[src/rtl/seq_detector_param.sv]
// Runtime-programmable Mealy serial sequence detector with selectable overlap mode.
// Defining SEQDET_COUNT_EN adds a saturating match counter; otherwise match_count_o is tied to 0.
module seq_detector_param #(
    parameter int unsigned MAX_LEN = 8,
    parameter int unsigned LEN_W   = $clog2(MAX_LEN + 1),
    parameter int unsigned CNT_W   = 16
) (
    input  logic               clk_i,
    input  logic               rst_ni,
    input  logic               cfg_load_i,
    input  logic [MAX_LEN-1:0] pattern_i,
    input  logic [LEN_W-1:0]   pat_len_i,
    input  logic               overlap_en_i,
    input  logic               in_valid_i,
    input  logic               data_in_i,
    output logic               data_out_o,
    output logic [CNT_W-1:0]   match_count_o,
    output logic               busy_o
);
    localparam int unsigned FillW = $clog2(MAX_LEN);
    localparam logic [FillW-1:0] FillMax = FillW'(MAX_LEN - 1);

    typedef enum logic [0:0] {StIdle, StRun} state_e;

    state_e             state_q, state_d;
    logic [MAX_LEN-1:0] cfg_pat_q, cfg_pat_d;
    logic [LEN_W-1:0]   cfg_len_q, cfg_len_d;
    logic               cfg_ovl_q, cfg_ovl_d;
    logic [MAX_LEN-2:0] hist_q, hist_d;
    logic [FillW-1:0]   fill_q, fill_d;

    logic [MAX_LEN-1:0] window;
    logic [MAX_LEN-1:0] len_mask;
    logic [LEN_W-1:0]   len_clamped;
    logic               match;

    // Newest bit sits in bit 0, so the low cfg_len bits line up with cfg_pat.
    assign window = {hist_q, data_in_i};

    always_comb begin
        len_mask = '0;
        for (int unsigned i = 0; i < MAX_LEN; i++) begin
            len_mask[i] = (LEN_W'(i) < cfg_len_q);
        end
    end

    always_comb begin
        match = 1'b0;
        if (state_q == StRun && in_valid_i && !cfg_load_i) begin
            match = (LEN_W'(fill_q) >= cfg_len_q - LEN_W'(1)) &&
                    (((window ^ cfg_pat_q) & len_mask) == '0);
        end
    end

    assign data_out_o = match;
    assign busy_o     = (state_q == StRun);

    always_comb begin
        if (pat_len_i == '0) begin
            len_clamped = LEN_W'(1);
        end else if (pat_len_i > LEN_W'(MAX_LEN)) begin
            len_clamped = LEN_W'(MAX_LEN);
        end else begin
            len_clamped = pat_len_i;
        end
    end

    always_comb begin
        state_d   = state_q;
        cfg_pat_d = cfg_pat_q;
        cfg_len_d = cfg_len_q;
        cfg_ovl_d = cfg_ovl_q;
        hist_d    = hist_q;
        fill_d    = fill_q;

        if (cfg_load_i) begin
            state_d   = StRun;
            cfg_pat_d = pattern_i;
            cfg_len_d = len_clamped;
            cfg_ovl_d = overlap_en_i;
            hist_d    = '0;
            fill_d    = '0;
        end else if (state_q == StRun && in_valid_i) begin
            hist_d = window[MAX_LEN-2:0];
            // Non-overlap: forget the matched window so none of it is reused.
            if (match && !cfg_ovl_q) begin
                fill_d = '0;
            end else if (fill_q != FillMax) begin
                fill_d = fill_q + FillW'(1);
            end
        end
    end

    always_ff @(posedge clk_i or negedge rst_ni) begin
        if (!rst_ni) begin
            state_q   <= StIdle;
            cfg_pat_q <= '0;
            cfg_len_q <= LEN_W'(1);
            cfg_ovl_q <= 1'b0;
            hist_q    <= '0;
            fill_q    <= '0;
        end else begin
            state_q   <= state_d;
            cfg_pat_q <= cfg_pat_d;
            cfg_len_q <= cfg_len_d;
            cfg_ovl_q <= cfg_ovl_d;
            hist_q    <= hist_d;
            fill_q    <= fill_d;
        end
    end

`ifdef SEQDET_COUNT_EN
    logic [CNT_W-1:0] count_q, count_d;

    always_comb begin
        count_d = count_q;
        if (cfg_load_i) begin
            count_d = '0;
        end else if (match && count_q != '1) begin
            count_d = count_q + CNT_W'(1);
        end
    end

    always_ff @(posedge clk_i or negedge rst_ni) begin
        if (!rst_ni) begin
            count_q <= '0;
        end else begin
            count_q <= count_d;
        end
    end

    assign match_count_o = count_q;
`else
    assign match_count_o = '0;
`endif

endmodule

[config.mk]
export PLATFORM = sky130hd
export DESIGN_NAME = seq_detector_param
export DESIGN_NICKNAME = d
export VERILOG_FILES = /design/src/rtl/seq_detector_param.sv
export SDC_FILE = /design/constraint.sdc
export NUM_CORES = 1
export LEC_CHECK = 0
export CAP_MARGIN = 20
export CORE_MARGIN = 8
export CORE_UTILIZATION = 65
export DETAILED_ROUTE_END_ITERATION = 8
export DONT_BUFFER_PORTS = 1
export GPL_TIMING_DRIVEN = 0
export PLACE_DENSITY = 0.81
export REMOVE_ABC_BUFFERS = 1
export SLEW_MARGIN = 20
export SYNTH_ARGS = -nofsm -noshare
export SYNTH_HDL_FRONTEND = slang
export SYNTH_SLANG_ARGS = --single-unit
[constraint.sdc]
create_clock -name clk_i -period 6.65 [get_ports clk_i]
set_input_delay 1.33 -clock clk_i [delete_from_list [all_inputs] [get_ports clk_i]]
set_output_delay 1.33 -clock clk_i [all_outputs]
set_load 0.01 [all_outputs]
==> flow_metrics.py, run 1 <==
metrics = {
    "run_status": {
        "status": "complete, no violations",
    },
    "synth": {
        "synth_most_common_cell": "dfrtp_1",
        "ys_seq_area_share_pct": 42.3,
        "netlist_area_mm2": 0.00142,
        "synth_top_cell_area_share_pct": 40.5,
        "synth_common_cells": "dfrtp_1, nand2_1, buf_4, a21oi_1, mux2_2",
        "synth-async-reset-ratio_pct": 100,
        "netlist_instances": 141,
        "synth_seq_cells": 24,
        "synth_ff_type": "dfrtp_1",
        "synth_warnings": 0,
        "synth.avg_cell_area_um2": 10.1,
        "synth_top_cells_by_area": "dfrtp_1, buf_4, mux2_2",
        "yosysTopAreaCell": "dfrtp_1",
        "synth_edf_count": 0,
        "synthDistinctLibCells": 32,
    },
    "die": {
        "dieWidth_um": 62.8,
        "die_area_mm2": 0.00394,
        "coreArea_mm2": 0.00215,
        "pin_count": 36,
        "die_h_um": 62.8,
        "start_util_pct": 66.2,
        "num_rows": 17,
    },
    "route": {
        "routedWlPerCell_um": 13.6,
        "routed_wl_um": 2250,
        "dr.pass1.iters": 4,
        "vias": 897,
        "ant_nets": 0,
        "drt_iter0_drc": 11,
        "drc": 0,
        "avgViaCountPerCell": 5.40,
    },
    "critical_path": {
        "r2r_slack_ns": 4.11,
        "r2r-end": "fill_q[2]$_DFFE_PN0P_",
        "timing.rr.start": "cfg_len_q[0]$_DFFE_PN1P_",
        "worst-setup-path-type": "reg2out",
        "worst_ep_required_time_ns": 5.32,
        "crit_path_start_kind": "register",
        "cp-end-kind": "output pin",
        "crit_arrival_ns": 2.55,
        "reg2reg_depth": 9,
        "worst-path-max-fanout": 4,
    },
    "grt": {
        "grt_pass1_vias": 960,
        "grt_pass1_wl_um": 4020,
        "antenna_found_initial": 0,
        "grt_max_degree": 30,
        "grt.overflow.total": 0,
        "track_usage_pct": 12.1,
    },
    "timing": {
        "rsz0062_at_grt": "no",
        "fin_crit_sh_pct": 58.4,
        "finClkSkew_ns": 0.00820,
        "setup_tns_ns": 0,
        "maxSlewViolCount": 0,
        "hold_violations": 0,
        "setup_slack_ns": 2.77,
        "fin_crit_ns": 3.88,
        "max_clock_freq_mhz": 258,
        "setup-violations-final": 0,
    },
    "place": {
        "globalplace.congestion": 0.747,
        "post-dp-hpwl_um": 1770,
        "post-place-ws_ns": 3.01,
        "portBuffers": 0,
    },
    "finish": {
        "multi_input_area_um2": 706,
        "area_growth_syn_to_layout_pct": -2.38,
        "n_antenna_cell": 0,
        "final_layout_size_suffix_gt1_share_pct": 13.0,
        "seq_area_um2": 602,
        "fillCellCount": 177,
        "nets": 165,
    },
    "worst_hold_path": {
        "hold-path-cell-count": 1,
        "whs_endpoint": "cfg_pat_q[0]$_DFFE_PN0P_",
        "hp-start": "cfg_pat_q[0]$_DFFE_PN0P_",
        "min_path_type": "reg2reg",
    },
    "power_and_ir_drop": {
        "p_per_area_mw_per_mm2": 198,
        "max-vdd-ir-drop_v": 0.000166,
        "leakage_uw": 0.000604,
    },
    "clocking": {
        "cts_tree": "yes",
        "ctsHoldBuffers": 0,
        "cts_buffer_depth": 2,
        "cts_made_buffers": 3,
        "clk_latency_ns": 0.30,
        "htreeDepth": 1,
        "cts_resized": 0,
        "root_buffer": "clkbuf_4",
        "clk_pin_slew_ns": 0.12,
        "cts.sinks": 24,
        "postCtsSetupBuffers": 0,
    },
    "flow_run": {
        "drv_cap": 0,
    },
}
[cell families after synthesis]
group	count (synthesis)	synth area share [%]
DFF	24	42.3
muxes	9	7.13
buffers and inverters	27	12.0
xor gates and xnor gates	10	6.16
adders and majority gates	8	7.04
AOI/OAI and AO/OA	27	12.0
and+or+nand+nor	35	13.1
other	1	0.264
[cell type report]
type	count	share of cell area [%]
sequential	24	43.4
tap	28	2.52
clock buffer	4	1.89
multi-input combinational	105	50.9
inverter	5	1.35
[layout by cell type (no fill, tap or decap), types with 2 or more instances in the layout]
cell and n:
a21oi_1 11, a221oi_1 2, clkbuf_4 3, conb_1 16, dfrtp_1 23, ha_1 8, inv_1 5, mux2_2 9
nand2_1 20, nand3b_1 2, nor2_1 4, nor2b_1 2, o21ai_0 8, xnor2_1 8, xor2_1 2
[layer usage]
| metal | vias to the layer above | track usage, % | routed length [um] | part of all wire [%] |
|---|---|---|---|---|
| li1 | 439 | - | - | - |
| met1 | 432 | 12.3 | 949 | 42 |
| met2 | 22 | 21.9 | 1160 | 52 |
| met3 | 4 | 3.05 | 106 | 4.7 |
| met4 | 0 | 6.55 | 32 | 1.4 |
| met5 | - | 0 | 0 | 0 |
[power breakdown]
group	total (uW)	leakage (uW)	internal, uW	switching, uW
registers	165	0.000300	156	9.68
logic	47.2	0.000289	23.0	24.2
clock network	62.1	0.0000150	23.4	38.7
total	275	0.000604	202	72.6
[through the flow]
| step | instance area, um^2 | hold WS (ns) | utilization (%) | instances | total power, uW |
|---|---|---|---|---|---|
| floorplan | 1330 | 0.501 | - | 134 | 207 |
| global placement | 1360 | 0.512 | 63.4 | 162 | 213 |
| detailed placement | 1360 | 0.519 | 63.4 | 162 | 216 |
| CTS | 1390 | 0.547 | 64.6 | 166 | 279 |
| global route | 1390 | 0.560 | 64.6 | 166 | 290 |
| finish | 1390 | 0.543 | 64.6 | 166 | 275 |
[how the worst max path moves through the flow]
stage	cells past startpoint	to	start	slack (ns)
floorplan	4	data_out_o	data_in_i	3.13
global placement	4	data_out_o	data_in_i	3.00
detailed placement	4	data_out_o	data_in_i	3.01
CTS	8	data_out_o	cfg_len_q[0]$_DFFE_PN1P_	2.75
global route	8	data_out_o	cfg_len_q[0]$_DFFE_PN1P_	2.61
finish	8	data_out_o	cfg_len_q[0]$_DFFE_PN1P_	2.77
[critical path: stages (launching register included)]
cell and delay, ns:
dfstp_2 0.60, inv_1 0.09, ha_1 0.25, xnor2_1 0.14, ha_1 0.30, nand2_1 0.05, o21ai_0 0.23, o2111ai_2 0.18
nor4b_4 0.41
[sequential cells by signal (all words and copies together), names as in the netlist]
name and count:
cfg_ovl_q 1, fill_q 3, cfg_pat_q 8, cfg_len_q 4, busy_o 1, hist_q 7
Note: power is estimated with default switching activity, not from simulation.
==> run 2, diff against run 1 <==
--- a/config.mk
+++ b/config.mk
@@ -7,11 +7,11 @@
 export LEC_CHECK = 0
 export CAP_MARGIN = 20
 export CORE_MARGIN = 8
-export CORE_UTILIZATION = 65
+export CORE_UTILIZATION = 56
 export DETAILED_ROUTE_END_ITERATION = 8
 export DONT_BUFFER_PORTS = 1
 export GPL_TIMING_DRIVEN = 0
-export PLACE_DENSITY = 0.81
+export PLACE_DENSITY = 0.74
 export REMOVE_ABC_BUFFERS = 1
 export SLEW_MARGIN = 20
 export SYNTH_ARGS = -nofsm -noshare
==> constraint.sdc (replaced) <==
create_clock -name clk_i -period 3.3 [get_ports clk_i]
set_input_delay 0.66 -clock clk_i [delete_from_list [all_inputs] [get_ports clk_i]]
set_output_delay 0.66 -clock clk_i [all_outputs]
set_load 0.01 [all_outputs]
==> flow_metrics.py, run 2 (synthesis results as in run 1) <==
metrics = {
    "timing": {
        "maxSlewHeadroom_pct": 58.5,
        "setup-violations-final": 0,
        "rsz0062_at_grt": "no",
        "fin_crit_ns": 3.09,
        "worst_pin_slew_ns": 0.620,
        "fin_crit_sh_pct": 93.5,
        "hold_violations": 0,
        "finClkSkew_ns": 0.00371,
        "maxSlewViolCount": 0,
        "setup_tns_ns": 0,
        "max_clock_freq_mhz": 324,
    },
    "clocking": {
        "cts_made_buffers": 3,
        "cts_buffer_depth": 2,
        "clk_latency_ns": 0.32,
        "root_buffer": "clkbuf_4",
        "cts_tree": "yes",
        "htreeDepth": 1,
        "clk_pin_slew_ns": 0.13,
        "cts.sinks": 24,
    },
    "finish": {
        "regMostFlops": "cfg_pat_q",
        "final_cell_mix": "dfrtp_1, nand2_1, conb_1",
        "largestRegisters": "cfg_pat_q: 8 flops, hist_q: 7 flops, cfg_len_q: 4 flops",
        "area_growth_syn_to_layout_pct": 1.58,
        "layout_commonest_cell": "dfrtp_1",
        "largest_register_ff_count": 8,
        "final_layout_size_suffix_gt1_share_pct": 14.2,
        "nets": 168,
        "n_antenna_cell": 0,
    },
    "critical_path": {
        "reg2reg_depth": 9,
        "crit_arrival_ns": 2.43,
        "r2r_slack_ns": 0.91,
        "crit_path_start_kind": "register",
        "slowest_delay_ns": 0.55,
        "cp-end-kind": "output pin",
        "worst-path-max-fanout": 4,
        "crit_top_cell": "ha_1",
        "worst_ep_required_time_ns": 2.64,
        "cpMaxStageDelayCell": "dfstp_2",
        "path_cells": "inv_1 -> ha_1 -> xnor2_1 -> ha_1 -> nand2_1 -> o21ai_1 -> o2111ai_2 -> nor4b_4",
        "critPathLaunch": "cfg_len_q[0]$_DFFE_PN1P_",
        "r2r-end": "fill_q[1]$_DFFE_PN0P_",
        "timing.rr.start": "cfg_len_q[0]$_DFFE_PN1P_",
        "worst-setup-path-type": "reg2out",
    },
    "route": {
        "dr.pass1.iters": 4,
        "ant_nets": 0,
        "drc": 0,
        "routed_wl_um": 2590,
        "routedWlPerCell_um": 15.1,
        "drt_iter0_drc": 19,
        "avgViaCountPerCell": 5.30,
        "vias": 907,
    },
    "power_and_ir_drop": {
        "leakage_uw": 0.000630,
        "max-vdd-ir-drop_v": 0.000401,
        "p_per_area_mw_per_mm2": 452,
        "fin_total_pwr_uw": 653,
    },
    "grt": {
        "track_usage_pct": 12.0,
        "antenna_found_initial": 0,
        "grt_pass1_wl_um": 4180,
        "grt_max_degree": 30,
        "grt_pass1_vias": 921,
        "grt.overflow.total": 0,
    },
    "die": {
        "die_area_mm2": 0.00441,
        "num_rows": 18,
        "dieWidth_um": 66.4,
        "die_h_um": 66.4,
        "coreArea_mm2": 0.00243,
        "pin_count": 36,
        "start_util_pct": 58.4,
    },
    "place": {
        "post-dp-hpwl_um": 1900,
        "globalplace.congestion": 0.800,
        "portBuffers": 0,
    },
    "flow_run": {
        "drv_cap": 0,
    },
    "worst_hold_path": {
        "min_path_type": "in2async",
    },
    "run_status": {
        "status": "complete, no violations",
    },
}
## run 2: cell types whose count changed in the layout (fill, tap and decap cells not counted)
cell / change
dlygate4sd3_1: +2
buf_4: +1
bufinv_16: +1
clkbuf_1: -1
o21ai_0: -1
o21ai_1: +1
## run 2: timing repair
action	in CTS	in global routing
gates resized for setup	1	0
pin swaps	1	1
hold endpoints to repair	14	9
setup buffers	0	1
setup endpoints to repair	1	1
hold buffers	1	1
## run 2: per-stage QoR
stage	util, %	hold WS (ns)	instances	cell area (um^2)	setup WS, ns
detailed placement	56.1	0.365	164	1360	0.372
finish	59.4	0.164	171	1440	0.214
global placement	56.1	0.365	164	1360	0.436
global route	59.4	0.132	171	1440	0.0677
CTS	58.6	0.00574	169	1430	0.0465
floorplan	-	0.364	134	1330	0.679
## run 2: worst max path at each step
stage / to / cells past startpoint
2_1_floorplan: data_out_o / 8
3_3_place_gp: data_out_o / 8
3_5_place_dp: data_out_o / 8
4_1_cts: data_out_o / 8
5_1_grt: data_out_o / 8
6_report: data_out_o / 8
## run 2: report_power, final
part / switching [uW] / internal (uW) / leakage (uW)
registers: 18.8 / 314 / 0.000300
clock network: 90.8 / 123 / 0.0000279
logic: 56.9 / 49.6 / 0.000302
total: 166 / 486 / 0.000630
## run 2: layout make-up
cell class,count,area (um^2)
Fill cell,229,988
Multi-Input combinational cell,105,706
Sequential cell,24,602
Tap cell,30,37.5
Clock inverter,1,30.0
Timing Repair Buffer,3,27.5
Clock buffer,3,22.5
Inverter,5,18.8
## run 2: critical path: cells and delay by family, from the launching register on
kind | cells | cell delay (ns)
simple gates | 2 | 0.45
xor+xnor | 1 | 0.15
buf+inv | 1 | 0.06
compound gates | 2 | 0.35
fa+ha+maj | 2 | 0.56
flops | 1 | 0.55
## run 2: layer usage
layer  track usage (%)  wire length, um  up-vias
met5                 0                0        -
met4              2.40               14        0
met3              5.25              239        4
met2              20.7             1270       36
met1              13.4             1070      425
li1                  -                -      442
